===== src/rtl/alu_mul_seq.sv =====
// Unsigned 32x32->64 shift-add multiplier that borrows the execute-stage ALU.
// Passes ex_* straight to the ALU while idle; owns the ALU (busy=1) otherwise.
module alu_mul_seq #(
  parameter int WIDTH = 32
) (
  input  logic             clk,
  input  logic             rst_n,
  input  logic             start_valid,
  output logic             start_ready,
  input  logic [WIDTH-1:0] op_a,
  input  logic [WIDTH-1:0] op_b,
  output logic             res_valid,
  input  logic             res_ready,
  output logic [WIDTH-1:0] res_lo,
  output logic [WIDTH-1:0] res_hi,
  output logic             busy,
  input  logic [3:0]       ex_alucontrol,
  input  logic [WIDTH-1:0] ex_rs1,
  input  logic [WIDTH-1:0] ex_rs2,
  output logic [3:0]       alu_alucontrol,
  output logic [WIDTH-1:0] alu_rs1,
  output logic [WIDTH-1:0] alu_rs2,
  input  logic [WIDTH-1:0] alu_result,
  input  logic             alu_carry
);

  localparam logic [3:0] ALU_ADD = 4'b0000;

  typedef enum logic [1:0] {
    IDLE = 2'd0,
    RUN  = 2'd1,
    DONE = 2'd2
  } state_t;

  state_t           state_q;
  logic [WIDTH-1:0] mcand_q;
  logic [WIDTH-1:0] hi_q;
  logic [WIDTH-1:0] lo_q;
  logic [4:0]       cnt_q;

  always_ff @(posedge clk or negedge rst_n) begin
    if (!rst_n) begin
      state_q <= IDLE;
      mcand_q <= '0;
      hi_q    <= '0;
      lo_q    <= '0;
      cnt_q   <= '0;
    end else begin
      case (state_q)
        IDLE: begin
          if (start_valid) begin
            mcand_q <= op_a;
            lo_q    <= op_b;
            hi_q    <= '0;
            cnt_q   <= '0;
            state_q <= RUN;
          end
        end
        RUN: begin
          // Shift the 65-bit {carry, sum, lo} right by one each iteration.
          hi_q  <= {alu_carry, alu_result[WIDTH-1:1]};
          lo_q  <= {alu_result[0], lo_q[WIDTH-1:1]};
          cnt_q <= cnt_q + 5'd1;
          if (cnt_q == 5'd31) state_q <= DONE;
        end
        DONE: begin
          if (res_ready) state_q <= IDLE;
        end
        default: state_q <= IDLE;
      endcase
    end
  end

  always_comb begin
    alu_alucontrol = ex_alucontrol;
    alu_rs1        = ex_rs1;
    alu_rs2        = ex_rs2;
    if (state_q != IDLE) begin
      alu_alucontrol = ALU_ADD;
      alu_rs1        = hi_q;
      alu_rs2        = (state_q == RUN && lo_q[0]) ? mcand_q : '0;
    end
  end

  assign start_ready = (state_q == IDLE);
  assign busy        = (state_q != IDLE);
  assign res_valid   = (state_q == DONE);
  assign res_lo      = lo_q;
  assign res_hi      = hi_q;

endmodule


===== config.mk =====
export PLATFORM = sky130hd
export DESIGN_NAME = alu_mul_seq
export DESIGN_NICKNAME = d
export VERILOG_FILES = /design/src/rtl/alu_mul_seq.sv
export SDC_FILE = /design/constraint.sdc
export NUM_CORES = 1
export LEC_CHECK = 0
export ABC_AREA = 0
export BUFFER_PORTS_ARGS = -buffer_cell sky130_fd_sc_hd__buf_4
export CAP_MARGIN = 20
export CORE_MARGIN = 10
export CORE_UTILIZATION = 35
export DETAILED_ROUTE_END_ITERATION = 7
export PLACE_DENSITY = 0.64
export SLEW_MARGIN = 25
export SYNTH_ARGS = -nofsm -noshare
export SYNTH_HDL_FRONTEND = slang
export SYNTH_SLANG_ARGS = --single-unit

===== constraint.sdc =====
create_clock -name clk -period 2.3 [get_ports clk]
set_input_delay 0.46 -clock clk [delete_from_list [all_inputs] [get_ports clk]]
set_output_delay 0.46 -clock clk [all_outputs]
set_load 0.1 [all_outputs]

# --- After elaboration in Yosys (flattened, before gate mapping) ---
# Cells that the tools add are included.
classes:
  n_addsub: 1
  n_eq_ne: 6
  muxes: 14
  n_reduce_logical: 7
ops:
  columns: ["op", "n"]
  rows:
  - ["$mux W32", 5]
  - ["$pmux W32 S2", 2]
  - ["$pmux W5 S2", 1]
  - ["$mux W2", 3]
  - ["$pmux W2 S3", 1]
  - ["$add A5 B1 Y5 const B", 1]
  - ["$eq A5 B5 Y1 const B", 1]
  - ["$mux W5", 1]
  - ["$mux W4", 1]
  - ["$ne A2 B2 Y1 const B", 2]
  - ["$reduce_and A2 Y1", 2]
  - ["$reduce_bool A2 Y1", 2]
  - ["$reduce_and A3 Y1", 1]
  - ["$eq A2 B1 Y1 const B", 1]
  - ["$eq A2 B2 Y1 const B", 1]
  - ["$logic_not A2 Y1", 1]
  - ["$ne A2 B1 Y1 const B", 1]
  - ["$logic_and A1 B1 Y1", 1]
totals:
  reg_bits: 103
  input_bits: 169
  out_inout_bits: 135
  elab_cells: 33

# --- Longest topological paths before layout ---
# Gate-level depths: netlist (run 1).
logic_depth:
  ltp_word: 4
  mapped_depth: 6
  depth_no_buf: 5

# --- Least setup slack after synthesis (run 1) ---
# Ideal clock, no wire load.
synth_path:
  path_type: "reg-to-output"
  from: "register state_q[0]"
  to: "output alu_rs2[26]"
  arrival_ns: 2.468
  required_time_ns: 1.840
  slack_ns: -0.628
  path_stages_with_launch: 6
  path_buffers: 2
  cell_sequence: "dfrtp_1 or2_4 inv_2 buf_2 buf_2 a22o_1"
synth_between:
  word_cells_on_any_way: 5
  classes_between: "1 x eq/ne; 2 x mux; 2 x reduce/logical"
synth_rtl:
  columns: ["item", "line", "rtl"]
  rows:
  - ["from (decl)", "35", "state_t state_q;"]
  - ["from (signal assigned)", "43", "state_q <= IDLE;"]
  - ["from (signal assigned)", "56", "state_q <= RUN;"]
  - ["from (signal assigned)", "64", "if (cnt_q == 5'd31) state_q <= DONE;"]
  - ["$reduce_bool A2 Y1", null, null]
  - ["net busy", "16", "output logic busy,"]
  - ["$mux W32", "78", "if (state_q != IDLE) begin"]
  - ["to (decl)", "22", "output logic [WIDTH-1:0] alu_rs2,"]
# The timed path passes the listed nets, and every way through them passes these cells.

# --- Worst setup path after layout (run 1) ---
layout_path:
  from: "register state_q[0]"
  to: "output alu_rs1[25]"
layout_between:
  elab_chain_cells: 2
layout_lines:
  columns: ["item", "line", "rtl"]
  rows:
  - ["$reduce_bool A2 Y1", "78", null]
  - ["$mux W32", "78", null]
  - ["to (decl)", "21", "output logic [WIDTH-1:0] alu_rs1,"]
# No other way between the ends.

==> reports/results.txt, run 1 <==
Status -> finished clean
Share of layout cells above drive strength 1 -> 0.5711
Die area -> 0.01957 mm^2
Wire per inst -> 20.26 um
Vias in the first global route -> 5080
Grt ovf -> 0
Sequential share of the synthesized area -> 0.5124
Critical Path Start Type -> flip-flop
Yosys cell types -> 27
Fin. max-slew vios -> 0
Worst-Skew Late Latency -> 350 ps
Max Freq -> 0.4392 GHz
CP Capture Type -> primary output
CP max-delay cell -> dfrtp_1
Final setup fails -> 0
Fin crit period -> 2277 ps
Worst path arrival time -> 1820 ps
Crit path max fanout -> 8
# Max-Cap Violations -> 0
Final Hold Viols -> 0
Slew of the pin with the lowest slew margin -> 588.7 ps
Inst Count DP -> 922
Top post-synthesis cells by count -> dfrtp_1 (103), nand2_1 (101), o21ai_0 (62), mux2_2 (38), a22o_1 (34)
Hold Buf Count CTS -> 0
Most common cell in the netlist -> dfrtp_1
Boundary Pins -> 304
Top cells by area, synth -> dfrtp_1 (51%), mux2_2 (8.5%), nand2_1 (7.5%), o21ai_0 (6.2%), mux2_4 (6.0%)
CTS tree -> built
Clock skew -> 4.510 ps
Global-route wire length before repair -> 28.35 mm
Design Area, Final -> 0.008372 mm^2
Post-Syn Nets -> 637
Cell area after synthesis -> 0.005030 mm^2
Worst hold path type -> in -> async
Largest net degree at the start of global routing -> 104
Setup repair bufs after CTS -> 0
Area delta synth->final -> 66.44%
Fin nets -> 927
Worst Path Buf+Inv -> 3
PortBufs -> 303
Drt pass-1 iters -> 4
Worst relative slew slack -> 0.6075
Delay-heaviest family, CP -> buffers and inverters
Initial antenna violation count -> 0
Total CTS buffers -> 9
Vias -> 4764
HPWL after DPL -> 13.90 mm
Ys flop type -> dfrtp_1
CP Cell Sequence -> or2_4 > clkinv_8 > clkbuf_16 > mux2_2 > buf_6
Post-Route WL -> 19.05 mm
Die height -> 139.9 um
Via-per-instance ratio -> 5.068
Post-route DRC -> 0
Asr flop ratio synth -> 1.000
Placeable Area -> 0.01399 mm^2
Mapped Cells -> 466
Routability congestion estimate -> 0.7986
Initial core utilization -> 0.3596
DR iter-0 viols -> 279
RSZ-0062 raised after global routing -> yes
CTS Buffer Depth -> 2
Global Route Usage Sum -> 0.1776
CP required -> 1840 ps
Post-synth top area cell -> dfrtp_1
Clk root buf -> clkbuf_16
Syn Area/Cell -> 10.79 um^2
CP Class -> reg -> out
Fin crit share -> 0.9898
Antenna violation net count after detailed routing -> 0
Clock transition at path regs -> 70 ps
Die Width -> 139.9 um
Cell Area, Placed -> 0.007565 mm^2
# rows -> 43
Crit-path max cell delay -> 390 ps
EDFF count, synth -> 0
Synth Register Bits -> 103
Top-area cell type share of the netlist area -> 0.5124
Syn. warnings -> 0
Filler-free cell count of the finished design -> 940
# diodes -> 0
H-tree depth -> 3
Clock Sinks -> 103
[through the flow]
step             util  hold WS, ps  setup WS [ps]  TNS (ps)
5_1_grt        0.5985        179.5         -55.54    -730.7
4_1_cts        0.5708        194.0         -22.46    -334.8
6_report       0.5985        142.9          23.38         0
3_3_place_gp   0.5408        482.2          322.6         0
3_5_place_dp   0.5408        486.5          281.9         0
2_1_floorplan       -        164.4          63.26         0
[cell type report]
class | count | area [um^2]
fill | 1169 | 5617
timing repair buffer | 319 | 2913
sequential | 103 | 2579
multi-input combinational | 321 | 2367
clock buffer | 12 | 246.5
tap | 180 | 225.2
clock inverter | 3 | 21.27
inverter | 2 | 20.02
[worst paths after layout]
path                                         from                 endpoint  slack [ps]  depth (start not counted)
min reg2reg                mcand_q[0]$_DFFE_PN0P_   mcand_q[0]$_DFFE_PN0P_         500                          1
min in group clk                   alu_result[18]   res_hi[17]$_DFFE_PN0P_         320                          3
min                                         rst_n   res_hi[26]$_DFFE_PN0P_         140                          2
max                        state_q[0]$_DFFE_PN0P_              alu_rs1[25]          20                          5
max reg2reg                state_q[0]$_DFFE_PN0P_  mcand_q[29]$_DFFE_PN0P_         430                          6
max in group asynchronous                   rst_n    res_hi[9]$_DFFE_PN0P_        1670                          2
[timing repair]
item | CTS | global route
gates cloned | 1 | 2
resized for setup | 35 | 84
setup endpoints to repair | 32 | 67
[cell families (layout without fill, tap and decap cells)]
kind of cell,Yosys count,after routing,synth area share
adder cells (fa/ha/maj),2,2,0.004974
multiplexers,66,66,0.1622
AND/OR/NAND/NOR,117,117,0.09577
buffers and inverters,42,336,0.04627
flip-flops,103,103,0.5124
AO/OA/AOI/OAI,136,136,0.1784
[placed cells by master, fill, tap and decap left out, drive strengths merged, types with 3 or more instances in the layout]
cell type and n:
a22o 34, a22oi 32, and2 6, buf 317, clkbuf 14, clkinv 3
dfrtp 103, mux2 64, nand2 101, nor2b 4, o21ai 67
[sequential cells by signal, indices dropped and copies added (netlist names)]
name,cells
mcand_q,32
state_q,2
res_lo,32
res_hi,32
cnt_q,5
[layer usage]
metal  vias to the layer above  track usage  share of wire
li1                       2231            -              -
met3                        25      0.07622          0.087
met4                         0      0.04185          0.017
met5                         -            0              0
met1                      2294       0.1907           0.38
met2                       214       0.3143           0.52
Power of run 1 is left out: the tool's default activity adds up to more than one toggle a clock period on the data nets, which glitch-free logic cannot reach.
==> run 2, diff against run 1 <==
--- a/config.mk
+++ b/config.mk
@@ -10,6 +10,7 @@
 export CAP_MARGIN = 20
 export CORE_MARGIN = 10
 export CORE_UTILIZATION = 35
+export CTS_BUF_LIST = sky130_fd_sc_hd__clkbuf_4
 export DETAILED_ROUTE_END_ITERATION = 7
 export PLACE_DENSITY = 0.64
 export SLEW_MARGIN = 25
==> reports/results.txt, run 2 (synthesized netlist as in run 1, its figures left out) <==
Status -> finished, violations left (was finished clean)
Failing checks -> negative setup slack
Cell Area, Placed -> 0.007565 mm^2 (unchanged)
Boundary Pins -> 304 (unchanged)
Post-Route WL -> 20.45 mm (was 19.05 mm)
Commonest cells after routing, fill and taps aside -> buf_4 (242), dfrtp_1 (102), nand2_1 (101) (was buf_4 (244), dfrtp_1 (102), nand2_1 (101))
CP Class -> reg -> out (unchanged)
Filler-free cell count of the finished design -> 948 (was 940)
RSZ-0062 raised after global routing -> yes (unchanged)
CP Capture Type -> primary output (unchanged)
Design Area, Final -> 0.009006 mm^2 (was 0.008372 mm^2)
Clock skew -> 11.05 ps (was 4.510 ps)
Worst relative slew slack -> 0.6111 (was 0.6075)
Final Hold Viols -> 0 (unchanged)
Clk root buf -> clkbuf_4 (was clkbuf_16)
Crit path max fanout -> 8 (unchanged)
WHS -> 185.6 ps (was 142.9 ps)
Worst Path Buf+Inv -> 3 (unchanged)
Global-route wire length before repair -> 29.53 mm (was 28.35 mm)
Critical path launch point -> state_q[1]$_DFFE_PN0P_ (was state_q[0]$_DFFE_PN0P_)
DR iter-0 viols -> 283 (was 279)
# diodes -> 0 (unchanged)
CP required -> 1840 ps (about the same)
Leading cell type in the layout, fill and taps excluded -> buf_4 (unchanged)
Via-per-instance ratio -> 5.152 (was 5.068)
Crit-path max cell delay -> 410 ps (was 390 ps)
Initial antenna violation count -> 0 (unchanged)
Worst hold path type -> in -> reg (was in -> async)
Die Width -> 139.9 um (unchanged)
# Max-Cap Violations -> 0 (unchanged)
Worst setup margin -> -101.8 ps (was 23.38 ps)
Slew of the pin with the lowest slew margin -> 583.3 ps (was 588.7 ps)
Vias in the first global route -> 5197 (was 5080)
Worst path arrival time -> 1940 ps (was 1820 ps)
PortBufs -> 303 (unchanged)
Share of layout cells above drive strength 1 -> 0.5768 (was 0.5711)
Delay-heaviest family, CP -> buffers and inverters (unchanged)
Storage element area -> 0.002579 mm^2 (unchanged)
Final setup fails -> 68 (was 0)
Total CTS buffers -> 9 (unchanged)
Fin crit share -> 1.044 (was 0.9898)
Fin crit period -> 2402 ps (was 2277 ps)
H-tree depth -> 3 (unchanged)
CTS tree -> built (unchanged)
Inst Count DP -> 922 (unchanged)
Grt ovf -> 0 (unchanged)
Placeable Area -> 0.01399 mm^2 (unchanged)
Critical R2R Launch -> state_q[1]$_DFFE_PN0P_ (was state_q[0]$_DFFE_PN0P_)
Max Freq -> 0.4164 GHz (was 0.4392 GHz)
Post-route DRC -> 0 (unchanged)
Routability congestion estimate -> 0.7986 (unchanged)
Largest net degree at the start of global routing -> 104 (unchanged)
Global Route Usage Sum -> 0.1859 (was 0.1776)
Vias -> 4884 (was 4764)
CP Cell Sequence -> or2_4 > clkinv_8 > clkbuf_16 > mux2_4 > buf_12 (was or2_4 > clkinv_8 > clkbuf_16 > mux2_2 > buf_6)
Area delta synth->final -> 79.05% (was 66.44%)
FF-to-FF setup slack -> 360 ps (was 430 ps)
# fillers -> 1059 (was 1169)
HP Start -> alu_result[29]
Worst-Skew Late Latency -> 470 ps (was 350 ps)
Die height -> 139.9 um (unchanged)
Die area -> 0.01957 mm^2 (unchanged)
Critical Path Start Type -> flip-flop (unchanged)
# rows -> 43 (unchanged)
CP max-delay cell -> dfrtp_1 (unchanged)
Clock transition at path regs -> 150 ps (was 70 ps)
Clock Sinks -> 103 (unchanged)
Initial core utilization -> 0.3596 (unchanged)
CTS Buffer Depth -> 2 (unchanged)
Wire per inst -> 21.57 um (was 20.26 um)
Fin. max-slew vios -> 0 (unchanged)
Antenna violation net count after detailed routing -> 0 (unchanged)
HPWL after DPL -> 13.90 mm (unchanged)
Fin nets -> 935 (was 927)
Drt pass-1 iters -> 4 (unchanged)
Area of the multi-input gates -> 0.002581 mm^2 (was 0.002367 mm^2)
==> run 2: cell count changes in the layout (fill, tap and decap cells not counted), sizes merged <==
cell / previous run / this run
clkbuf: 14 / 15
buf: 317 / 322
clkinv: 3 / 4
dlygate4sd3: 0 / 1
==> run 2: tightest hold or removal path, delay by kind of cell <==
| kind | cells | cell delay [ps] |
|---|---|---|
| buffers and inverters | 1 | 70 |
| AO/OA/AOI/OAI | 1 | 60 |
| AND/OR/NAND/NOR | 1 | 30 |
==> run 2: path summary, 6_finish.rpt <==
| path | end | depth (start not counted) |
|---|---|---|
| hold reg to reg | mcand_q[1]$_DFFE_PN0P_ | 1 |
| hold / removal | res_hi[28]$_DFFE_PN0P_ | 3 |
| setup reg to reg | mcand_q[29]$_DFFE_PN0P_ | 6 |
| min in group asynchronous | res_lo[27]$_DFFE_PN0P_ | 3 |
| setup / recovery | alu_rs1[29] | 5 |
| max in group asynchronous | res_hi[20]$_DFFE_PN0P_ | 3 |
==> run 2: what timing repair did <==
action / CTS / global route
gates cloned: 3 / 4
setup buffers: 2 / 1
hold buffers: 0 / 1
setup endpoints to repair: 69 / 69
pin swaps: 0 / 3
gates resized for setup: 137 / 126
endpoints found under the hold margin: 0 / 1
==> run 2: cell type report <==
cell class,instances,share of cell area
clock buffer,11,0.009169
clock inverter,4,0.002779
inverter,2,0.002223
multi-input combinational,321,0.2866
sequential,103,0.2863
tap,180,0.02501
timing repair buffer,327,0.3879
==> run 2: per-stage QoR <==
step / setup TNS, ps / worst slack (ps) / utilization
global route: -12000 / -210.8 / 0.6438
global placement: 0 / 322.6 / 0.5408
floorplan: 0 / 63.26 / -
detailed placement: 0 / 281.9 / 0.5408
CTS: -10500 / -192.1 / 0.5960
finish: -4140 / -101.8 / 0.6438
==> run 2: per-layer routing <==
layer	wire length (um)	global-route usage	vias to the layer above
met1	7781	0.2020	2393
met2	10600	0.3291	209
met5	0	0	-
met4	442	0.04674	0
li1	-	-	2250
met3	1627	0.07349	32
Power of run 2 is left out for the same reason.
==> run 3, diff against run 2 <==
--- a/config.mk
+++ b/config.mk
@@ -6,13 +6,13 @@
 export NUM_CORES = 1
 export LEC_CHECK = 0
 export ABC_AREA = 0
-export BUFFER_PORTS_ARGS = -buffer_cell sky130_fd_sc_hd__buf_4
 export CAP_MARGIN = 20
 export CORE_MARGIN = 10
 export CORE_UTILIZATION = 35
 export CTS_BUF_LIST = sky130_fd_sc_hd__clkbuf_4
 export DETAILED_ROUTE_END_ITERATION = 7
-export PLACE_DENSITY = 0.64
+export DONT_BUFFER_PORTS = 1
+export PLACE_DENSITY = 0.46
 export SLEW_MARGIN = 25
 export SYNTH_ARGS = -nofsm -noshare
 export SYNTH_HDL_FRONTEND = slang
==> constraint.sdc (replaced) <==
create_clock -name clk -period 2.6 [get_ports clk]
set_input_delay 0.52 -clock clk [delete_from_list [all_inputs] [get_ports clk]]
set_output_delay 0.52 -clock clk [all_outputs]
set_load 0.1 [all_outputs]
==> reports/results.txt, run 3 (synthesized netlist as in run 1, its figures left out) <==
Slew of the pin with the lowest slew margin -> 972.6 ps (was 583.3 ps)
# Max-Cap Violations -> 0 (unchanged)
CP Class -> reg -> out (unchanged)
Worst relative slew slack -> 0.3516 (was 0.6111)
Worst hold path type -> in -> async (was in -> reg)
Worst slack at placement -> 218.2 ps (was 281.9 ps)
Delay-heaviest family, CP -> flip-flops (was buffers and inverters)
Max Freq -> 0.3995 GHz
Antenna violation net count after detailed routing -> 0 (unchanged)
PortBufs -> 0 (was 303)
CP required -> 2080 ps (was 1840 ps)
Clock skew -> 15.82 ps (was 11.05 ps)
Initial core utilization -> 0.3596 (unchanged)
Largest net degree at the start of global routing -> 104 (unchanged)
WHS -> -299.5 ps (was 185.6 ps)
Worst path arrival time -> 1980 ps (was 1940 ps)
Crit-path max cell delay -> 430 ps (was 410 ps)
Crit path max fanout -> 12 (was 8)
Clk root buf -> clkbuf_4 (unchanged)
Worst setup margin -> 96.91 ps (was -101.8 ps)
Critical Path Start Type -> flip-flop (unchanged)
R2R depth -> 6 (unchanged)
Grt ovf -> 0 (unchanged)
Final Util -> 0.5191 (was 0.6438)
Post-Route WL -> 17.45 mm (was 20.45 mm)
Final setup fails -> 0 (was 68)
HPWL after DPL -> 13.45 mm (was 13.90 mm)
CP Depth -> 5 (unchanged)
CP max-delay cell -> dfrtp_1 (unchanged)
RSZ-0062 raised after global routing -> no (was yes)
H-tree depth -> 3 (unchanged)
Drt pass-1 iters -> 4 (unchanged)
Total CTS buffers -> 9 (unchanged)
Failing checks -> negative hold slack (was negative setup slack)
CTS Buffer Depth -> 2 (unchanged)
Global Route Usage Sum -> 0.1688 (was 0.1859)
Clock transition at path regs -> 170 ps (was 150 ps)
Placeable Area -> 0.01399 mm^2 (unchanged)
Vias -> 4026 (was 4884)
Most used cell, CP -> buf_12
Worst Path Buf+Inv -> 3 (unchanged)
Area delta synth->final -> 44.38% (was 79.05%)
Fin nets -> 749 (was 935)
Commonest cells after routing, fill and taps aside -> dfrtp_1 (103), nand2_1 (101), buf_4 (70) (was buf_4 (242), dfrtp_1 (102), nand2_1 (101))
Filler-free cell count of the finished design -> 765 (was 948)
Post-route DRC -> 0 (unchanged)
Fin crit share -> 0.9627
Fin crit period -> 2503 ps
Die Width -> 139.9 um (unchanged)
Fin. max-slew vios -> 0 (unchanged)
Inst Count DP -> 743 (was 922)
Die height -> 139.9 um (unchanged)
Clock Sinks -> 103 (unchanged)
Share of layout cells above drive strength 1 -> 0.4408 (was 0.5768)
Status -> finished, violations left (unchanged)
CP Cell Sequence -> or2_4 > clkinv_8 > buf_12 > mux2_2 > buf_12 (was or2_4 > clkinv_8 > clkbuf_16 > mux2_4 > buf_12)
DR iter-0 viols -> 182 (was 283)
CTS tree -> built (unchanged)
Leading cell type in the layout, fill and taps excluded -> dfrtp_1 (was buf_4)
CP Capture Type -> primary output (unchanged)
Global-route wire length before repair -> 26.31 mm (was 29.53 mm)
Vias in the first global route -> 4153 (was 5197)
Worst-Skew Late Latency -> 490 ps (was 470 ps)
Routability congestion estimate -> 0.7567 (was 0.7986)
Boundary Pins -> 304 (unchanged)
# rows -> 43 (unchanged)
Die area -> 0.01957 mm^2 (unchanged)
Initial antenna violation count -> 2 (was 0)
Final Hold Viols -> 103 (was 0)
Wire per inst -> 22.82 um (was 21.57 um)
Via-per-instance ratio -> 5.263 (was 5.152)
run 3: changes by cell type in the layout (fill, tap and decap cells not counted), moves of 3 or more:
| cell | change |
|---|---|
| buf_4 | -172 |
| mux2_2 | +24 |
| mux2_4 | -24 |
| a22o_4 | -23 |
| a22o_2 | +21 |
| buf_6 | -5 |
| clkbuf_16 | -4 |
| inv_6 | +3 |
run 3: metrics by stage:
stage	setup TNS, ps	cell area, um^2
detailed placement	0	6957
global route	0	7259
CTS	0	7243
floorplan	-613.5	5077
finish	0	7262
global placement	0	6957
run 3: path summary, 6_finish.rpt:
check,startpoint,end,slack [ps]
worst max-delay path,state_q[1]$_DFFE_PN0P_,alu_rs1[10],100
worst min-delay path,rst_n,res_lo[9]$_DFFE_PN0P_,-300
worst max register to register,state_q[1]$_DFFE_PN0P_,res_hi[8]$_DFFE_PN0P_,540
worst min register to register,mcand_q[28]$_DFFE_PN0P_,mcand_q[28]$_DFFE_PN0P_,500
max in group asynchronous,rst_n,res_lo[17]$_DFFE_PN0P_,2760
min in group clk,alu_result[16],res_hi[15]$_DFFE_PN0P_,140
run 3: final cells by class:
cell class | instances | area (um^2)
well taps | 180 | 225.2
inverters | 2 | 20.02
repair buffers | 141 | 1953
diodes | 2 | 5.005
flip-flops and latches | 103 | 2577
clock buffers | 9 | 67.56
fillers | 1266 | 6726
multi-input cells | 321 | 2311
clock inverters | 7 | 102.6
run 3: what timing repair did:
item                                    in CTS  in global routing
endpoints found under the setup margin      55                 45
setup buffers                                2                  0
pin swaps                                    1                  0
gates cloned                                 2                  0
hold endpoints to repair                   103                103
resized for setup                           14                  4
run 3: layer usage:
| metal | part of all wire | global-route usage |
|---|---|---|
| met5 | 0 | 0 |
| met4 | 0.014 | 0.05761 |
| met3 | 0.094 | 0.06805 |
| met2 | 0.52 | 0.2910 |
| met1 | 0.38 | 0.1833 |
Power of run 3 is left out for the same reason.
